`config.mk`:
```
export PLATFORM = sky130hd
export DESIGN_NAME = wb_regfile
export DESIGN_NICKNAME = d
export VERILOG_FILES = /design/src/rtl/wb_regfile.sv
export SDC_FILE = /design/constraint.sdc
export NUM_CORES = 2
export LEC_CHECK = 0
export CAP_MARGIN = 20
export CORE_ASPECT_RATIO = 0.7
export CORE_MARGIN = 1.5
export CORE_UTILIZATION = 61
export CTS_CLUSTER_DIAMETER = 100
export CTS_CLUSTER_SIZE = 25
export DETAILED_ROUTE_END_ITERATION = 16
export PLACE_DENSITY = 0.85
export SLEW_MARGIN = 10
export SYNTH_ARGS = -nofsm -noshare
export SYNTH_HDL_FRONTEND = slang
export SYNTH_SLANG_ARGS = --single-unit
```
`constraint.sdc`:
```
create_clock -name clk -period 4.3 [get_ports clk]
set_clock_uncertainty 0.2 [all_clocks]
set_input_delay 0.86 -clock clk [delete_from_list [all_inputs] [get_ports clk]]
set_output_delay 0.86 -clock clk [all_outputs]
set_load 0.02 [all_outputs]
```
`src/rtl/wb_regfile.sv`:
```
`default_nettype none
// ============================================================================
// Module   : wb_regfile
// Purpose  : Writeback stage plus 32x32 register file for a 5-stage pipeline.
//            Selects the writeback data and destination, commits it on the
//            next rising edge, and forwards it into same-cycle reads. It also
//            holds a sticky halt state and cycle/write performance counters.
// Ports    : clk, rst                    - clock, synchronous active-high reset
//            wb_rw, wb_regwrite,
//            wb_memtoreg, wb_jal, wb_lui - MEM/WB control
//            wb_imm, wb_pc, wb_alu,
//            wb_ram                      - MEM/WB data fields
//            wb_halt                     - halt marker carried by the instruction
//            ra, rb / rd_a, rd_b         - ID-stage read ports (combinational)
//            wb_we, wb_dest, wb_data     - effective write, for forwarding
//            halted                      - sticky halt flag
//            cycle_cnt, write_cnt        - performance counters
// Revision : 1.0 - initial release
// ============================================================================
module wb_regfile (
  input  logic        clk,
  input  logic        rst,
  input  logic [4:0]  wb_rw,
  input  logic        wb_regwrite,
  input  logic        wb_memtoreg,
  input  logic        wb_jal,
  input  logic        wb_lui,
  input  logic [31:0] wb_imm,
  input  logic [31:0] wb_pc,
  input  logic [31:0] wb_alu,
  input  logic [31:0] wb_ram,
  input  logic        wb_halt,
  input  logic [4:0]  ra,
  input  logic [4:0]  rb,
  output logic [31:0] rd_a,
  output logic [31:0] rd_b,
  output logic        wb_we,
  output logic [4:0]  wb_dest,
  output logic [31:0] wb_data,
  output logic        halted,
  output logic [31:0] cycle_cnt,
  output logic [31:0] write_cnt
);

  typedef enum logic [0:0] {
    ST_RUN  = 1'b0,
    ST_HALT = 1'b1
  } state_t;

  localparam logic [4:0] LINK_REG = 5'd31;

  state_t      state_q, state_d;
  logic [31:0] cycle_cnt_q, cycle_cnt_d;
  logic [31:0] write_cnt_q, write_cnt_d;

  // Register 0 has no storage; regs_view gives a uniform 0..31 read space.
  logic [31:0] regs_q    [1:31];
  logic [31:0] regs_d    [1:31];
  logic [31:0] regs_view [0:31];

  // Writeback selection: jal outranks lui, which outranks memtoreg.
  always_comb begin
    wb_data = wb_alu;
    if (wb_jal) begin
      wb_data = wb_pc + 32'd1;
    end else if (wb_lui) begin
      wb_data = {wb_imm[15:0], 16'h0000};
    end else if (wb_memtoreg) begin
      wb_data = wb_ram;
    end
  end

  assign wb_dest = wb_jal ? LINK_REG : wb_rw;
  assign halted  = (state_q == ST_HALT);

  // A halting instruction never commits, and nothing commits once halted.
  assign wb_we = wb_regwrite & ~wb_halt & ~halted & (wb_dest != 5'd0);

  // State and counter next-state logic.
  always_comb begin
    state_d     = state_q;
    cycle_cnt_d = cycle_cnt_q;
    write_cnt_d = write_cnt_q;
    if (state_q == ST_RUN) begin
      // The edge that enters HALT is still counted as a run cycle.
      cycle_cnt_d = cycle_cnt_q + 32'd1;
      if (wb_halt) begin
        state_d = ST_HALT;
      end
    end
    if (wb_we) begin
      write_cnt_d = write_cnt_q + 32'd1;
    end
  end

  always_ff @(posedge clk) begin
    if (rst) begin
      state_q     <= ST_RUN;
      cycle_cnt_q <= '0;
      write_cnt_q <= '0;
    end else begin
      state_q     <= state_d;
      cycle_cnt_q <= cycle_cnt_d;
      write_cnt_q <= write_cnt_d;
    end
  end

  assign regs_view[0] = '0;

  generate
    for (genvar i = 1; i < 32; i++) begin : g_regs
      always_comb begin
        regs_d[i] = regs_q[i];
        if (wb_we && (wb_dest == 5'(i))) begin
          regs_d[i] = wb_data;
        end
      end

      always_ff @(posedge clk) begin
        if (rst) begin
          regs_q[i] <= '0;
        end else begin
          regs_q[i] <= regs_d[i];
        end
      end

      assign regs_view[i] = regs_q[i];
    end
  endgenerate

  // Write-through bypass: a write in flight is visible to reads this cycle.
  // wb_we already excludes register 0, so ra/rb == 0 always read zero.
  assign rd_a = (wb_we && (ra == wb_dest)) ? wb_data : regs_view[ra];
  assign rd_b = (wb_we && (rb == wb_dest)) ? wb_data : regs_view[rb];

  assign cycle_cnt = cycle_cnt_q;
  assign write_cnt = write_cnt_q;

endmodule
`default_nettype wire

```
Word level (Yosys, flattened, before mapping)
Memory sizes are Yosys's and may differ from the RTL's.
Cells that the tools add are included.
{ "classes": {"magnitude_cmp": 2, "bitwise_logic": 38, "add_sub_neg": 3, "muxes": 79, "reduce_logical": 34, "n_eq_ne": 33} }
{ "ops": {"columns": ["cell", "n"], "rows": [
  ["two-way mux 32 bit", 71],
  ["binary-select mux 32 bit (select 5 bit)", 2],
  ["adder 32 x 1 -> 32 bit, second input constant", 3],
  ["== test 5 bit, second input constant", 16],
  ["== test 5 x 4 -> 1 bit, second input constant", 8],
  ["logical AND 1 bit", 33],
  ["bitwise OR 1 bit", 31],
  ["== test 5 x 3 -> 1 bit, second input constant", 4],
  [">= comparator 6 bit, second input constant", 2],
  ["NOT 5 -> 6 bit", 2],
  ["== test 5 x 2 -> 1 bit, second input constant", 2],
  ["== test 5 bit", 2],
  ["== test 5 x 1 -> 1 bit, second input constant", 1],
  ["two-way mux 1 bit", 5],
  ["two-way mux 5 bit", 1],
  ["nonzero test 5 bit", 1],
  ["bitwise AND 1 bit", 3],
  ["NOT 1 bit", 2]
]} }
{ "word_totals": {"input_bits": 150, "regBits": 65, "output_inout_bits": 167, "word_cells": 193, "n_memories": 1, "mem_bits_rw": 992} }
{ "mem_list": {"columns": ["memory", "words", "word_bits", "read_ports", "rd_ports_with_merged_regs", "wr", "line_no", "text"], "rows": [
  ["regs_q", 31, 32, 31, 0, 31, "57", "logic [31:0] regs_q [1:31];"]
]} }

Depth between registers and ports, before layout
{ "logic_depth": {"ltp_word": 7, "depth_mapped": 10, "depth_no_buf": 6} }

Worst setup path before layout
OpenSTA, ideal clock, no wires.
{ "synth_timing": {"path_kind": "input -> output", "start": "input ra[0]", "end": "output rd_a[21]", "slack_ps": 333, "required_time_ps": 3240, "path_buffers": 3, "arrival_ps": 2907, "cell_stages": 8, "path_cell_list": "buf_2 > buf_2 > nor3b_1 > clkbuf_1 > a221oi_1 > a211oi_1 > nor3_1 > a21oi_1"} }
{ "synth_between": {"elab_chain_cells": 5, "elab_cells_between_ends": 7, "cone_classes": "eq/ne (1); mux (4); bitwise (1); reduce/logical (1)"} }
{ "synth_rtl": {"columns": ["element", "line_no", "text"], "rows": [
  ["start, declared", "33", "input logic [4:0] ra,"],
  ["NOT 5 -> 6 bit (not written as such)", "133", "assign rd_a = (wb_we && (ra == wb_dest)) ? wb_data : regs_view[ra];"],
  ["binary-select mux 32 bit (select 5 bit)", "133", null],
  ["two-way mux 32 bit (not written as such) (2 in a row)", "133", null],
  ["two-way mux 32 bit (*)", "133", null],
  ["end, declared", "35", "output logic [31:0] rd_a,"]
]} }
Every way passes the cells marked *; elsewhere a longest branch is shown, timed or not. The select of a mux whose other input is x is not followed.

Final worst setup path
{ "layout_timing": {"start": "input rb[0]", "end": "output rd_b[12]"} }
{ "layout_between": {"elab_chain_cells": 5, "elab_cells_between_ends": 7, "cone_classes": "eq/ne (1); mux (4); bitwise (1); reduce/logical (1)"} }
{ "layout_rtl": {"columns": ["element", "line_no", "text"], "rows": [
  ["start, declared", "34", "input logic [4:0] rb,"],
  ["NOT 5 -> 6 bit (not written as such)", "134", "assign rd_b = (wb_we && (rb == wb_dest)) ? wb_data : regs_view[rb];"],
  ["binary-select mux 32 bit (select 5 bit)", "134", null],
  ["two-way mux 32 bit (not written as such) (2 in a row)", "134", null],
  ["two-way mux 32 bit (*)", "134", null],
  ["end, declared", "36", "output logic [31:0] rd_b,"]
]} }
Marked as above.

==> flow_summary_export.csv <==
group,metric,value,unit
global_routing,grt_pass1_wl,319100,um
synth,avgSynthCellArea,9.455,sq um
worst_setup_path,cpLargestDelayFamily,"buffers and inverters",
global_routing,grt_max_degree,136,
route,route.detailed.drc,0,
synth,synthCells,5799,
worst_setup_path,path_max_fanout,19,
worst_setup_path,critPathBufInv,6,
timing,rsz0062_at_grt,"yes",
floorplanning,core_area,88580,sq um
layout,fin_area,65390,sq um
route,drt_iter0_markers,9979,
global_routing,grt_overflow_total,0,
placed_design,placed_area,63180,sq um
clocking,holdBufCountCts,0,
layout,nets,6297,
synth,yosysTopAreaCell,"dfxtp_1",
run_status,violations,"negative setup slack",
global_routing,grt_pass1_vias,50860,
layout,final_layout_size_suffix_gt1_share,25.31,%
worst_setup_path,critical_path_class,"input port to primary output",
synth,yosysMostFrequentCell,"nor2_1",
synth,syn_area,54830,sq um
clocking,htree_num_levels,2,
floorplanning,start_util,61.90,%
layout,ff_latch_area,21160,sq um
hold_path,hold_path.class,"register to register",
layout,fin_util,73.82,%
timing,post-route-period-util,103.3,%
clocking,cts_made_buffers,48,
worst_setup_path,max_stage_delay,0.54,ns
layout,multi_input_area,31880,sq um
timing,finalSetupViolCount,8,
placed_design,place.gp.congestion,1.016,
timing,slew_violations,0,
synth,synthFlopType,"dfxtp_1",
worst_setup_path,cp-end-kind,"primary output",
floorplanning,io_pins,317,
layout,fillers,5892,
floorplanning,die_w,361.3,um
synth,yosys-top-cells-count,"nor2_1 (1151), dfxtp_1 (1057), a211oi_1 (846)",
placed_design,place_inst,7228,
placed_design,io_buffers,300,
timing,hold_violations,0,
clocking,cts_sinks,1057,
timing,max_freq,225.2,MHz
route,drt-pass1-iter-count,12,
layout,area_delta_synth_final,19.27,%
power,power_density,279.4,nW/um^2
power,irDropWorstVdd,0.3106,mV
route,drtAntennaViolNets,0,
timing,worst_pin_slew,1.048,ns
floorplanning,num_rows,91,
synth,ys_seq_elements,1057,
placed_design,dp_hpwl,148000,um
clocking,root_buffer,"clkbuf_16",
synth,ys_types,70,
route,via_count,53910,
timing,slew_headroom,30.14,%
layout,instances_no_fill,7317,
job,drv_cap,0,
worst_setup_path,critPathSlowestCell,"mux4_2",
synth,synth_top_area_share,38.59,%
timing,fin_crit,4.441,ns
synth,ys_seq_area_share,38.59,%
clocking,tritoncts,"yes",
power,leakage,22.15,nW
synth,synth_edf_count,0,
route,routed_via_density,7.368,
worst_setup_path,path_cells,"buf_8, buf_16, buf_12, buf_12, mux4_2, mux2i_1, o22ai_1, nor2_2, mux2i_1, buf_4, buf_4",
clocking,clk_pin_slew,0.11,ns
synth,yosysWarnings,0,
worst_setup_path,required,3.24,ns
floorplanning,die_area,91720,sq um
synth,synth_async_sr_flop_share,0,%
worst_setup_path,cp-start-kind,"input port",
global_routing,antenna_found_initial,15,
clocking,worst_skew_pair.late_latency,0.68,ns
timing,timing.final.ws_setup,-0.1409,ns
route,wl,217900,um
synth,synth_nets,5952,
run_status,status,"finished, violations left",
worst_setup_path,cp.arrival,3.38,ns
floorplanning,die_y,253.8,um
timing,tns,-0.3782,ns
route,wl_per_cell,29.79,um
clocking,cts_buffer_depth,3,
power,p_total,18.27,mW
synth,synthTopCellsByArea,"dfxtp_1 (39%), mux4_2 (16%), a211oi_1 (12%), nor2_1 (7.9%), mux2_2 (3.7%)",
global_routing,grt_use_total,46.00,%
-- power breakdown --
part           switching (mW)  internal (mW)  leakage, nW
logic                    1.91           1.17         13.0
registers              0.0435           9.83         8.52
clock network            3.29           2.03        0.613
total                    5.24           13.0         22.1
-- cell families (layout without fill, tap and decap cells) --
family	after synthesis	after routing	synth area share, %
other	0	10	0
adder cells (fa/ha/maj)	3	3	0.06847
AO/OA/AOI/OAI	1513	1513	19.59
XOR/XNOR	47	47	0.7508
flip-flops	1057	1057	38.59
multiplexers	695	695	21.73
buffers and inverters	720	1066	5.180
AND/OR/NAND/NOR	1764	1764	14.09
-- worst reg2reg max path, stage by stage, from the launching register on --
cell and delay [ns]:
dfxtp_1 0.35, nor3b_4 0.28, buf_12 0.16, buf_4 0.32
nand3_1 0.42, nor2_4 0.67, buf_4 0.38, nor2_1 0.07
a211oi_1 0.23
-- layout by cell type (no fill, tap or decap), types with 18 or more instances in the layout --
master	instances
xnor2_1	32
a221oi_1	45
nand2b_1	42
buf_6	30
nand2_1	179
o21ai_0	36
or3_1	25
nand3_1	62
a22oi_1	77
mux2i_1	127
nand3b_1	32
buf_4	540
nor2b_1	31
a211oi_1	842
buf_12	118
mux2_2	182
nand4_1	48
nor4_1	37
nor2_4	31
a21oi_1	225
dfxtp_1	1057
mux4_2	378
inv_1	58
clkbuf_16	49
nor3_1	48
a31oi_1	18
nor2_1	1113
o22ai_1	105
buf_2	25
o31ai_2	23
dlygate4sd2_1	18
o221ai_1	19
clkdlybuf4s50_1	180
-- final timing paths --
check	cells after the start	slack, ns	end	from
setup / recovery	11	-0.14	rd_b[12]	rb[0]
setup reg to reg	8	1.13	regs_q[1][339]$_SDFFE_PP0P_	halted$_SDFF_PP0_
hold / removal	2	0.28	regs_q[1][200]$_SDFFE_PP0P_	regs_q[1][200]$_SDFFE_PP0P_
hold reg to reg	2	0.28	regs_q[1][200]$_SDFFE_PP0P_	regs_q[1][200]$_SDFFE_PP0P_
-- flip-flops by register name, indices dropped and copies added (netlist names) --
signal / count
cycle_cnt: 32
halted: 1
regs_q: 992
write_cnt: 32
-- metal layers --
metal	wire length [um]	part of all wire (%)	track usage, %
met1	75280	35	58.89
met4	15630	7.2	28.49
met3	39500	18	19.90
met2	87420	40	63.85
met5	116	0.053	0
-- repair_timing --
action,4_1_cts,5_1_grt
gates cloned,2,1
pin swaps,14,19
gates resized for setup,319,75
setup buffers,15,13
setup endpoints to repair,88,52
-- cell type report --
cell class,instances,area share [%]
Multi-Input combinational cell,4022,48.75
Sequential cell,1057,32.36
Timing Repair Buffer,953,14.37
Tap cell,1162,2.223
Clock buffer,48,1.837
Inverter,62,0.3559
Clock inverter,3,0.06888
Antenna cell,10,0.03827
-- stage by stage --
stage	hold slack, ns	setup WS [ns]
3_5_place_dp	0.2600	-0.8801
3_3_place_gp	0.2498	-0.8722
6_report	0.2806	-0.1409
2_1_floorplan	0.2424	0.3333
4_1_cts	0.2735	-0.05319
5_1_grt	0.2969	-0.08117
Power figures use the tool's default switching activity.
